## src/rtl/mac_vector_scheduler.sv

```systemverilog
// mac_vector_scheduler: lets two requesters share one signed MAC, one dot-product
// vector at a time, with a round-robin grant per vector.
// Optional feature: define MAC_TIMEOUT_EN to enable the DRAIN watchdog
// (TIMEOUT_CYC cycles). Without it DRAIN waits indefinitely and res_err is 0.
module mac_vector_scheduler #(
    parameter int DW          = 8,
    parameter int RW          = 16,
    parameter int MAX_LEN     = 256,
    parameter int TIMEOUT_CYC = 64
) (
    input  logic                 clk,
    input  logic                 reset,
    input  logic [1:0]           req_valid,
    input  logic signed [DW-1:0] req0_a,
    input  logic signed [DW-1:0] req0_b,
    input  logic signed [DW-1:0] req1_a,
    input  logic signed [DW-1:0] req1_b,
    input  logic [1:0]           req_last,
    output logic [1:0]           req_ready,
    output logic signed [DW-1:0] mac_a,
    output logic signed [DW-1:0] mac_b,
    output logic                 mac_valid_in,
    output logic                 mac_clr,
    input  logic signed [RW-1:0] mac_f,
    input  logic                 mac_valid_out,
    output logic                 res_valid,
    output logic signed [RW-1:0] res_data,
    output logic                 res_id,
    output logic                 res_err,
    input  logic                 res_ready
);

    localparam int CW = $clog2(MAX_LEN) + 1;
    localparam logic [CW-1:0] LAST_IDX = CW'(MAX_LEN - 1);

    typedef enum logic [2:0] {
        S_IDLE  = 3'd0,
        S_CLR   = 3'd1,
        S_FEED  = 3'd2,
        S_DRAIN = 3'd3,
        S_RESP  = 3'd4
    } state_t;

    state_t                state_q, state_d;
    logic                  gnt_q, gnt_d;
    logic                  ptr_q, ptr_d;
    logic [CW-1:0]         issued_q, issued_d;
    logic [CW-1:0]         retired_q, retired_d;
    logic [1:0]            req_ready_q, req_ready_d;
    logic signed [DW-1:0]  mac_a_q, mac_a_d;
    logic signed [DW-1:0]  mac_b_q, mac_b_d;
    logic                  mac_valid_in_q, mac_valid_in_d;
    logic                  mac_clr_q, mac_clr_d;
    logic                  res_valid_q, res_valid_d;
    logic signed [RW-1:0]  res_data_q, res_data_d;
    logic                  res_id_q, res_id_d;

    // Element handshake and the granted requester's data
    logic                  hs;
    logic                  sel_last;
    logic signed [DW-1:0]  sel_a;
    logic signed [DW-1:0]  sel_b;

`ifdef MAC_TIMEOUT_EN
    localparam int TW = $clog2(TIMEOUT_CYC) + 1;
    logic [TW-1:0]         tmo_q, tmo_d;
    logic                  res_err_q, res_err_d;
`endif

    // Next-state and registered-output logic for the vector FSM
    always_comb begin
        state_d        = state_q;
        gnt_d          = gnt_q;
        ptr_d          = ptr_q;
        issued_d       = issued_q;
        retired_d      = retired_q;
        mac_a_d        = mac_a_q;
        mac_b_d        = mac_b_q;
        mac_valid_in_d = 1'b0;
        res_valid_d    = res_valid_q;
        res_data_d     = res_data_q;
        res_id_d       = res_id_q;
`ifdef MAC_TIMEOUT_EN
        tmo_d          = tmo_q;
        res_err_d      = res_err_q;
`endif
        sel_a    = gnt_q ? req1_a : req0_a;
        sel_b    = gnt_q ? req1_b : req0_b;
        sel_last = req_last[gnt_q];
        hs       = req_ready_q[gnt_q] & req_valid[gnt_q];

        case (state_q)
            S_IDLE: begin
                // The pointer holder wins a tie, otherwise whoever is asking
                if (req_valid[ptr_q]) begin
                    gnt_d   = ptr_q;
                    state_d = S_CLR;
                end else if (req_valid[~ptr_q]) begin
                    gnt_d   = ~ptr_q;
                    state_d = S_CLR;
                end
            end
            S_CLR: begin
                issued_d  = '0;
                retired_d = '0;
                state_d   = S_FEED;
            end
            S_FEED: begin
                if (mac_valid_out) retired_d = retired_q + CW'(1);
                if (hs) begin
                    mac_a_d        = sel_a;
                    mac_b_d        = sel_b;
                    mac_valid_in_d = 1'b1;
                    issued_d       = issued_q + CW'(1);
                    // A full-length vector ends even if req_last never came
                    if (sel_last || (issued_q == LAST_IDX)) begin
                        state_d = S_DRAIN;
`ifdef MAC_TIMEOUT_EN
                        tmo_d   = '0;
`endif
                    end
                end
            end
            S_DRAIN: begin
                if (mac_valid_out) retired_d = retired_q + CW'(1);
                // Completion is by product count, never by a fixed delay
                if (retired_q == issued_q) begin
                    res_data_d  = mac_f;
                    res_id_d    = gnt_q;
                    res_valid_d = 1'b1;
                    state_d     = S_RESP;
                end
`ifdef MAC_TIMEOUT_EN
                else if (tmo_q == TW'(TIMEOUT_CYC - 1)) begin
                    res_data_d  = mac_f;
                    res_id_d    = gnt_q;
                    res_valid_d = 1'b1;
                    res_err_d   = 1'b1;
                    state_d     = S_RESP;
                end else begin
                    tmo_d = tmo_q + TW'(1);
                end
`endif
            end
            S_RESP: begin
                if (res_ready) begin
                    res_valid_d = 1'b0;
`ifdef MAC_TIMEOUT_EN
                    res_err_d   = 1'b0;
`endif
                    ptr_d       = ~gnt_q;
                    state_d     = S_IDLE;
                end
            end
            default: state_d = S_IDLE;
        endcase

        // Ready only toward the granted requester, and only while feeding
        req_ready_d = (state_d == S_FEED) ? (gnt_d ? 2'b10 : 2'b01) : 2'b00;
        mac_clr_d   = (state_d == S_CLR);
    end

    // State and output registers; reset drops any in-flight vector
    always_ff @(posedge clk or negedge reset) begin
        if (!reset) begin
            state_q        <= S_IDLE;
            gnt_q          <= 1'b0;
            ptr_q          <= 1'b0;
            issued_q       <= '0;
            retired_q      <= '0;
            req_ready_q    <= '0;
            mac_a_q        <= '0;
            mac_b_q        <= '0;
            mac_valid_in_q <= 1'b0;
            mac_clr_q      <= 1'b0;
            res_valid_q    <= 1'b0;
            res_data_q     <= '0;
            res_id_q       <= 1'b0;
`ifdef MAC_TIMEOUT_EN
            tmo_q          <= '0;
            res_err_q      <= 1'b0;
`endif
        end else begin
            state_q        <= state_d;
            gnt_q          <= gnt_d;
            ptr_q          <= ptr_d;
            issued_q       <= issued_d;
            retired_q      <= retired_d;
            req_ready_q    <= req_ready_d;
            mac_a_q        <= mac_a_d;
            mac_b_q        <= mac_b_d;
            mac_valid_in_q <= mac_valid_in_d;
            mac_clr_q      <= mac_clr_d;
            res_valid_q    <= res_valid_d;
            res_data_q     <= res_data_d;
            res_id_q       <= res_id_d;
`ifdef MAC_TIMEOUT_EN
            tmo_q          <= tmo_d;
            res_err_q      <= res_err_d;
`endif
        end
    end

    assign req_ready    = req_ready_q;
    assign mac_a        = mac_a_q;
    assign mac_b        = mac_b_q;
    assign mac_valid_in = mac_valid_in_q;
    assign mac_clr      = mac_clr_q;
    assign res_valid    = res_valid_q;
    assign res_data     = res_data_q;
    assign res_id       = res_id_q;
`ifdef MAC_TIMEOUT_EN
    assign res_err      = res_err_q;
`else
    // Constant 0 without the watchdog (expression is false for any legal limit)
    assign res_err      = (TIMEOUT_CYC < 0);
`endif

endmodule

```

## config.mk

```make
export PLATFORM = sky130hd
export DESIGN_NAME = mac_vector_scheduler
export DESIGN_NICKNAME = d
export VERILOG_FILES = /design/src/rtl/mac_vector_scheduler.sv
export SDC_FILE = /design/constraint.sdc
export NUM_CORES = 1
export LEC_CHECK = 0
export CAP_MARGIN = 20
export CELL_PAD_IN_SITES_DETAIL_PLACEMENT = 1
export CELL_PAD_IN_SITES_GLOBAL_PLACEMENT = 1
export CORE_MARGIN = 8
export CORE_UTILIZATION = 32
export CTS_CLUSTER_SIZE = 16
export DETAILED_ROUTE_END_ITERATION = 16
export MAX_ROUTING_LAYER = met4
export PLACE_DENSITY_LB_ADDON = 0.1
export SKIP_CTS_REPAIR_TIMING = 1
export SLEW_MARGIN = 20
export SYNTH_ARGS = -nofsm -noshare
export SYNTH_HDL_FRONTEND = slang
export SYNTH_SLANG_ARGS = --single-unit
```

## constraint.sdc

```tcl
create_clock -name clk -period 2.1 [get_ports clk]
set_clock_uncertainty 0.2 [all_clocks]
set_input_delay 0.42 -clock clk [delete_from_list [all_inputs] [get_ports clk]]
set_output_delay 0.42 -clock clk [all_outputs]
set_load 0.005 [all_outputs]
```

==> metrics.txt, run 1 <==
# TYPE chip_impl_metric gauge
chip_impl_info{name="status",value="completed"} 1
chip_impl_metric{name="slew_headroom",unit=""} 0.542
chip_impl_metric{name="hpwlAfterDp",unit="um"} 6080
chip_impl_metric{name="max-clock-path-buffers",unit=""} 2
chip_impl_metric{name="fp.dieArea",unit="sq um"} 12500
chip_impl_metric{name="wl",unit="um"} 8320
chip_impl_metric{name="dp.cells",unit=""} 480
chip_impl_metric{name="report.final.hold_viol_count",unit=""} 0
chip_impl_metric{name="worst-slew-pin-transition",unit="ns"} 0.667
chip_impl_metric{name="place.gp.congestion",unit=""} 0.773
chip_impl_metric{name="num-fill-cells",unit=""} 1002
chip_impl_metric{name="pd_cells",unit="nW/um^2"} 1270
chip_impl_metric{name="syn_area_per_cell",unit="sq um"} 10.9
chip_impl_metric{name="final-setup-viol-count",unit=""} 0
chip_impl_info{name="path_type_of_the_worst_setup_path",value="primary input to register"} 1
chip_impl_metric{name="grtUsageTotal",unit=""} 0.144
chip_impl_info{name="ys_top_cells_by_count",value="sky130_fd_sc_hd__dfrtp_1 (61), sky130_fd_sc_hd__nand2_1 (31), sky130_fd_sc_hd__o21ai_0 (22)"} 1
chip_impl_metric{name="post_synth_inst_count",unit=""} 268
chip_impl_metric{name="maximum_number_of_pins_on_one_net_before_global_route_repair",unit=""} 62
chip_impl_metric{name="synth_fp_nets",unit=""} 327
chip_impl_info{name="worstPathCellList",value="clkdlybuf4s50_1 -> and3_1 -> o211ai_1 -> buf_4 -> or4_1 -> a21oi_2"} 1
chip_impl_metric{name="tritoncts_num_sinks",unit=""} 61
chip_impl_metric{name="clk_pin_slew",unit="ns"} 0.07
chip_impl_metric{name="utilization",unit=""} 0.487
chip_impl_metric{name="grt_pass1_vias",unit=""} 2795
chip_impl_metric{name="initial_core_util",unit=""} 0.323
chip_impl_metric{name="num_rows",unit=""} 35
chip_impl_metric{name="final_max_slew_viol_count",unit=""} 0
chip_impl_metric{name="fp.dieW",unit="um"} 112
chip_impl_info{name="timing.critical_path.slowest_stage_cell",value="sky130_fd_sc_hd__or4_1"} 1
chip_impl_metric{name="synth.lib_cells_used.distinct",unit=""} 43
chip_impl_metric{name="timing.critical_path.slowest_cell_delay",unit="ns"} 0.50
chip_impl_metric{name="stdcell_count",unit=""} 502
chip_impl_info{name="tritoncts",value="yes"} 1
chip_impl_metric{name="antenna_violating_nets_post_route",unit=""} 0
chip_impl_info{name="synth.area.top_cells",value="sky130_fd_sc_hd__dfrtp_1 (52%), sky130_fd_sc_hd__mux2i_1 (6.8%), sky130_fd_sc_hd__xnor2_1 (4.2%), sky130_fd_sc_hd__mux2_4 (4.1%), sky130_fd_sc_hd__nand2_1 (4.0%)"} 1
chip_impl_info{name="family_with_the_most_delay_on_the_worst_path",value="simple AND/OR/NAND/NOR gates"} 1
chip_impl_metric{name="vdd.ir_drop.worst",unit="mV"} 0.530
chip_impl_metric{name="worst-endpoint-arrival",unit="ns"} 2.16
chip_impl_metric{name="globalRoute.totalOverflow",unit=""} 0
chip_impl_metric{name="vias_post_dr",unit=""} 2457
chip_impl_metric{name="finish.instance_area",unit="sq um"} 4420
chip_impl_metric{name="detail_route.wl_per_cell",unit="um"} 16.6
chip_impl_metric{name="required",unit="ns"} 2.17
chip_impl_metric{name="layout_cell_share_with_drive_strength_beyond_1",unit=""} 0.192
chip_impl_metric{name="htree_levels",unit=""} 3
chip_impl_info{name="startpoint_type",value="primary input"} 1
chip_impl_metric{name="drt_first_pass_iters",unit=""} 4
chip_impl_info{name="synthFlopType",value="sky130_fd_sc_hd__dfrtp_1"} 1
chip_impl_info{name="post-synth-top-count-cell",value="sky130_fd_sc_hd__dfrtp_1"} 1
chip_impl_metric{name="synth-async-reset-ratio",unit=""} 1.00
chip_impl_metric{name="flops_latches_synth",unit=""} 61
chip_impl_metric{name="total_leakage_power",unit="nW"} 1.91
chip_impl_metric{name="hold_slack",unit="ns"} 0.288
chip_impl_metric{name="drt-vias-per-instance",unit=""} 4.89
chip_impl_metric{name="worstPathBufferInverterCount",unit=""} 2
chip_impl_metric{name="synth.top_cell.area_share",unit=""} 0.521
chip_impl_metric{name="netlist_area",unit="sq um"} 2930
chip_impl_metric{name="post-route-drc-count",unit=""} 0
chip_impl_metric{name="portBuffers",unit=""} 93
chip_impl_info{name="setup.worst_path.end_class",value="register"} 1
chip_impl_metric{name="area_growth_syn_to_layout",unit="%"} 50.8
chip_impl_metric{name="timing.fmax",unit="MHz"} 478
chip_impl_metric{name="die_height",unit="um"} 112
chip_impl_metric{name="yosysWarnings",unit=""} 0
chip_impl_info{name="min_path_type",value="register to register"} 1
chip_impl_metric{name="core_area",unit="sq um"} 9060
chip_impl_metric{name="final_net_count",unit=""} 445
chip_impl_metric{name="max_cap_viol_count",unit=""} 0
chip_impl_metric{name="multi_input_comb_area",unit="sq um"} 1330
chip_impl_metric{name="antenna_found_initial",unit=""} 0
chip_impl_metric{name="synth_seq_area_share",unit=""} 0.521
chip_impl_metric{name="grt_pass1_wl",unit="um"} 13900
chip_impl_metric{name="n_antenna_cell",unit=""} 0
chip_impl_metric{name="layout_min_cycle_time",unit="ns"} 2.09
chip_impl_metric{name="post_dp_area",unit="sq um"} 4120
chip_impl_info{name="synth_largest_area_cell",value="sky130_fd_sc_hd__dfrtp_1"} 1
chip_impl_info{name="cts-root-buf",value="sky130_fd_sc_hd__clkbuf_8"} 1
chip_impl_metric{name="clk_latency",unit="ns"} 0.34
chip_impl_metric{name="combined_flip_flop_and_latch_cell_area",unit="sq um"} 1530
chip_impl_metric{name="final.period_utilization",unit=""} 0.997
chip_impl_metric{name="cp_max_fo",unit=""} 5
chip_impl_metric{name="drt_iter0_drc",unit=""} 61
chip_impl_metric{name="design.portCount",unit=""} 95
chip_impl_metric{name="cts_made_buffers",unit=""} 9
chip_impl_metric{name="synth_enable_flop_cells",unit=""} 0
worst paths after layout:
kind,from,to,slack (ns),cells after the start
max,req_valid[1],issued_q[5],0.007,6
min,mac_a[0],mac_a[0],0.29,2
min in group asynchronous,reset,mac_b[0],0.41,3
max in group asynchronous,reset,issued_q[1],0.98,3
min reg2reg,mac_a[0],mac_a[0],0.29,2
max reg2reg,state_q[2],issued_q[5],0.09,5
area by class of cell:
class                           count  area share
Tap cell                          111      0.0314
Sequential cell                    61       0.346
Clock inverter                      7      0.0224
Timing Repair Buffer              122       0.266
Clock buffer                        9      0.0280
Inverter                            6     0.00510
Multi-Input combinational cell    186       0.301
where the power goes:
part | internal, mW | total, mW | switching [mW] | leakage, nW
registers | 1.63 | 1.93 | 0.302 | 0.775
clock network | 0.674 | 1.18 | 0.505 | 0.110
logic | 1.44 | 2.48 | 1.04 | 1.03
cell families after synthesis:
kind of cell | synth area share
compound gates | 0.0880
xor+xnor | 0.0474
fa+ha+maj | 0.0128
buf+inv | 0.0337
flops | 0.521
mux | 0.144
other cells | 0.00128
simple gates | 0.152
worst register-to-register path, stage by stage, from the launching register on:
cell	delay, ns
sky130_fd_sc_hd__dfrtp_1	0.39
sky130_fd_sc_hd__nor2b_2	0.23
sky130_fd_sc_hd__o211ai_1	0.26
sky130_fd_sc_hd__buf_4	0.21
sky130_fd_sc_hd__or4_1	0.50
sky130_fd_sc_hd__a21oi_2	0.15
metal layers:
metal | global-route usage | vias to the layer above | wire length [um]
met5 | - | - | 0
li1 | - | 1179 | -
met3 | 0.0460 | 9 | 391
met1 | 0.160 | 1216 | 3580
met4 | 0.0438 | 0 | 99
met2 | 0.243 | 53 | 4250
state kept, by name, indices dropped and copies added (netlist names):
name	count
mac_clr	1
res_id	1
res_data	16
req_ready	2
state_q	3
mac_a	8
mac_b	8
retired_q	9
mac_valid_in	1
ptr_q	1
issued_q	9
gnt_q	1
res_valid	1
stage by stage:
step                      power [mW]  setup TNS, ns  setup WS [ns]
after floorplan                 3.14              0        0.00552
after global placement          4.36          -6.69         -0.309
after detailed placement        4.44          -9.17         -0.440
after CTS                       5.66         -0.523        -0.0679
after global routing            6.02        -0.0147       -0.00517
final                           5.60              0        0.00730
layout by cell type, fill, tap and decap left out, types with 3 or more instances in the layout:
cell,instances
sky130_fd_sc_hd__a21oi_1,6
sky130_fd_sc_hd__buf_4,26
sky130_fd_sc_hd__clkbuf_8,9
sky130_fd_sc_hd__clkdlybuf4s50_1,91
sky130_fd_sc_hd__dfrtp_1,59
sky130_fd_sc_hd__ha_1,3
sky130_fd_sc_hd__inv_1,6
sky130_fd_sc_hd__mux2_2,9
sky130_fd_sc_hd__mux2_4,8
sky130_fd_sc_hd__mux2i_1,20
sky130_fd_sc_hd__nand2_1,31
sky130_fd_sc_hd__nand3_1,11
sky130_fd_sc_hd__nor2_1,12
sky130_fd_sc_hd__nor3_1,7
sky130_fd_sc_hd__nor4_1,3
sky130_fd_sc_hd__o21ai_0,22
sky130_fd_sc_hd__o31ai_1,4
sky130_fd_sc_hd__or4_1,3
sky130_fd_sc_hd__xnor2_1,14
No activity file was read; power rests on OpenSTA's default activity.
==> run 2: changes to the inputs <==
--- a/config.mk
+++ b/config.mk
@@ -15,7 +15,7 @@
 export MAX_ROUTING_LAYER = met4
 export PLACE_DENSITY_LB_ADDON = 0.1
 export SKIP_CTS_REPAIR_TIMING = 1
-export SLEW_MARGIN = 20
+export SLEW_MARGIN = 10
 export SYNTH_ARGS = -nofsm -noshare
 export SYNTH_HDL_FRONTEND = slang
 export SYNTH_SLANG_ARGS = --single-unit
==> results of run 2 <==
The final DEF is identical to that of run 1; final timing and power are the same.
==> run 3: changes to the inputs <==
--- a/config.mk
+++ b/config.mk
@@ -10,9 +10,10 @@
 export CELL_PAD_IN_SITES_GLOBAL_PLACEMENT = 1
 export CORE_MARGIN = 8
 export CORE_UTILIZATION = 32
+export CTS_CLUSTER_DIAMETER = 60
 export CTS_CLUSTER_SIZE = 16
 export DETAILED_ROUTE_END_ITERATION = 16
-export MAX_ROUTING_LAYER = met4
+export HOLD_SLACK_MARGIN = 0.15
 export PLACE_DENSITY_LB_ADDON = 0.1
 export SKIP_CTS_REPAIR_TIMING = 1
 export SLEW_MARGIN = 10
==> metrics.txt, run 3 (synthesis gave the netlist of run 1 again) <==
# TYPE chip_impl_metric gauge
chip_impl_metric{name="initial_core_util",unit=""} 0.323
chip_impl_metric{name="fp.dieArea",unit="sq um"} 12500
chip_impl_metric{name="required",unit="ns"} 2.17
chip_impl_metric{name="report.final.hold_viol_count",unit=""} 0
chip_impl_metric{name="num-fill-cells",unit=""} 1002
chip_impl_metric{name="wl",unit="um"} 8310
chip_impl_metric{name="timing.critical_path.slowest_cell_delay",unit="ns"} 0.50
chip_impl_metric{name="worst-slew-pin-transition",unit="ns"} 0.667
chip_impl_metric{name="vias_post_dr",unit=""} 2454
chip_impl_metric{name="pd_cells",unit="nW/um^2"} 1270
chip_impl_metric{name="vdd.ir_drop.worst",unit="mV"} 0.526
chip_impl_info{name="setup.worst_path.end_class",value="register"} 1
chip_impl_metric{name="post_dp_area",unit="sq um"} 4120
chip_impl_metric{name="antenna_violating_nets_post_route",unit=""} 0
chip_impl_metric{name="finish.instance_area",unit="sq um"} 4420
chip_impl_metric{name="grtUsageTotal",unit=""} 0.140
chip_impl_metric{name="report.power.total",unit="mW"} 5.59
chip_impl_metric{name="fp.dieW",unit="um"} 112
chip_impl_info{name="hold_path_end",value="mac_a[0]"} 1
chip_impl_metric{name="slew_headroom",unit=""} 0.542
chip_impl_metric{name="ff2ff_path_depth",unit=""} 5
chip_impl_info{name="startpoint_type",value="primary input"} 1
chip_impl_metric{name="htree_levels",unit=""} 3
chip_impl_metric{name="final-setup-viol-count",unit=""} 0
chip_impl_metric{name="place.gp.congestion",unit=""} 0.763
chip_impl_metric{name="hpwlAfterDp",unit="um"} 6080
chip_impl_info{name="status",value="completed"} 1
chip_impl_metric{name="area_growth_syn_to_layout",unit="%"} 50.8
chip_impl_metric{name="core_area",unit="sq um"} 9060
chip_impl_info{name="min_path_type",value="register to register"} 1
chip_impl_metric{name="globalRoute.totalOverflow",unit=""} 0
chip_impl_metric{name="drt_first_pass_iters",unit=""} 4
chip_impl_info{name="mostFrequentLayoutCells",value="sky130_fd_sc_hd__clkdlybuf4s50_1 (91), sky130_fd_sc_hd__dfrtp_1 (59), sky130_fd_sc_hd__nand2_1 (31)"} 1
chip_impl_metric{name="clk_latency",unit="ns"} 0.34
chip_impl_metric{name="detail_route.wl_per_cell",unit="um"} 16.5
chip_impl_metric{name="post-route-drc-count",unit=""} 0
chip_impl_metric{name="max_ffs_per_register",unit=""} 16
chip_impl_info{name="timing.critical_path.slowest_stage_cell",value="sky130_fd_sc_hd__or4_1"} 1
chip_impl_metric{name="die_height",unit="um"} 112
chip_impl_info{name="reg2reg_from",value="state_q[2]"} 1
chip_impl_info{name="worstPathCellList",value="clkdlybuf4s50_1 -> and3_1 -> o211ai_1 -> buf_4 -> or4_1 -> a21oi_2"} 1
chip_impl_metric{name="ff2ff_setup_slack",unit="ns"} 0.09
chip_impl_metric{name="clk_pin_slew",unit="ns"} 0.07
chip_impl_metric{name="timing.fmax",unit="MHz"} 479
chip_impl_metric{name="worstPathBufferInverterCount",unit=""} 2
chip_impl_metric{name="cp_max_fo",unit=""} 5
chip_impl_metric{name="globalRouteMet2Util",unit=""} 0.243
chip_impl_info{name="family_with_the_most_delay_on_the_worst_path",value="simple AND/OR/NAND/NOR gates"} 1
chip_impl_metric{name="layout_min_cycle_time",unit="ns"} 2.09
chip_impl_metric{name="drt_iter0_drc",unit=""} 38
chip_impl_metric{name="final.period_utilization",unit=""} 0.995
chip_impl_metric{name="worst-endpoint-arrival",unit="ns"} 2.16
chip_impl_info{name="endpoint_of_the_worst_slack_reg_to_reg_timing_path",value="issued_q[5]"} 1
chip_impl_info{name="cts-root-buf",value="sky130_fd_sc_hd__clkbuf_8"} 1
chip_impl_metric{name="final.setup.tns",unit="ns"} 0
chip_impl_metric{name="final_max_slew_viol_count",unit=""} 0
chip_impl_metric{name="max_cap_viol_count",unit=""} 0
chip_impl_metric{name="max-clock-path-buffers",unit=""} 2
chip_impl_info{name="layout.cells.most_common",value="sky130_fd_sc_hd__clkdlybuf4s50_1"} 1
chip_impl_metric{name="total_leakage_power",unit="nW"} 1.91
chip_impl_metric{name="pre_cts_slack",unit="ns"} -0.440
chip_impl_metric{name="cts_made_buffers",unit=""} 9
chip_impl_metric{name="n_antenna_cell",unit=""} 0
chip_impl_info{name="hold_path.startpoint",value="mac_a[0]"} 1
chip_impl_metric{name="final_net_count",unit=""} 445
chip_impl_metric{name="met1_usage",unit=""} 0.151
chip_impl_metric{name="antenna_found_initial",unit=""} 0
chip_impl_metric{name="drt-vias-per-instance",unit=""} 4.89
chip_impl_metric{name="post_layout_worst_setup_margin",unit="ns"} 0.0111
chip_impl_info{name="tritoncts",value="yes"} 1
chip_impl_metric{name="num_rows",unit=""} 35
chip_impl_metric{name="grt_pass1_wl",unit="um"} 13900
chip_impl_metric{name="tritoncts_num_sinks",unit=""} 61
chip_impl_metric{name="portBuffers",unit=""} 93
chip_impl_info{name="path_type_of_the_worst_setup_path",value="primary input to register"} 1
chip_impl_metric{name="design.portCount",unit=""} 95
chip_impl_metric{name="stdcell_count",unit=""} 502
chip_impl_metric{name="layout_cell_share_with_drive_strength_beyond_1",unit=""} 0.192
chip_impl_metric{name="holdPathStages",unit=""} 2
chip_impl_metric{name="grt_pass1_vias",unit=""} 2784
chip_impl_metric{name="grtUsageMet3",unit=""} 0.0601
chip_impl_metric{name="maximum_number_of_pins_on_one_net_before_global_route_repair",unit=""} 62
chip_impl_metric{name="dp.cells",unit=""} 480
chip_impl_info{name="grt.busiest_layer",value="met2"} 1
## run 3: cell counts in the layout (fill, tap and decap cells not counted)
No cell type changed its count.
## run 3: worst reg2reg max path: stages (launching register included)
cell,delay (ns)
sky130_fd_sc_hd__dfrtp_1,0.39
sky130_fd_sc_hd__nor2b_2,0.23
sky130_fd_sc_hd__o211ai_1,0.26
sky130_fd_sc_hd__buf_4,0.21
sky130_fd_sc_hd__or4_1,0.50
sky130_fd_sc_hd__a21oi_2,0.15
## run 3: how the worst max path moves through the flow
stage                            start           end  cells past startpoint
after global placement    req_valid[1]      mac_b[2]                      5
after global routing      req_valid[1]   issued_q[7]                      6
after detailed placement  req_valid[1]      mac_b[1]                      5
final                     req_valid[1]   issued_q[5]                      6
after CTS                 req_valid[1]      mac_b[1]                      5
after floorplan             state_q[0]  res_data[10]                      5
## run 3: stage by stage
stage | util | hold WS (ns)
after floorplan | - | -0.0756
after global placement | 0.454 | 0.263
after detailed placement | 0.454 | 0.264
after CTS | 0.479 | -0.117
after global routing | 0.487 | 0.321
final | 0.487 | 0.288
## run 3: cell type report
type | count | area (sq um) | area share
clock buffers | 9 | 124 | 0.0280
inverters | 6 | 22.5 | 0.00510
well taps | 111 | 139 | 0.0314
clock inverters | 7 | 98.8 | 0.0224
flip-flops and latches | 61 | 1530 | 0.346
multi-input cells | 186 | 1330 | 0.301
repair buffers | 122 | 1170 | 0.266
## run 3: report_power, final
part           total [mW]  leakage (nW)  internal [mW]  switching (mW)
combinational        2.48          1.03           1.44            1.04
clock                1.18         0.110          0.674           0.504
sequential           1.93         0.775           1.63           0.301
## run 3: routing by layer
metal | wire length [um] | part of all wire | vias up
met3 | 579 | 0.070 | 9
met4 | 99 | 0.012 | 0
met2 | 4260 | 0.51 | 53
met1 | 3370 | 0.41 | 1213
met5 | 0 | 0 | -
li1 | - | - | 1179
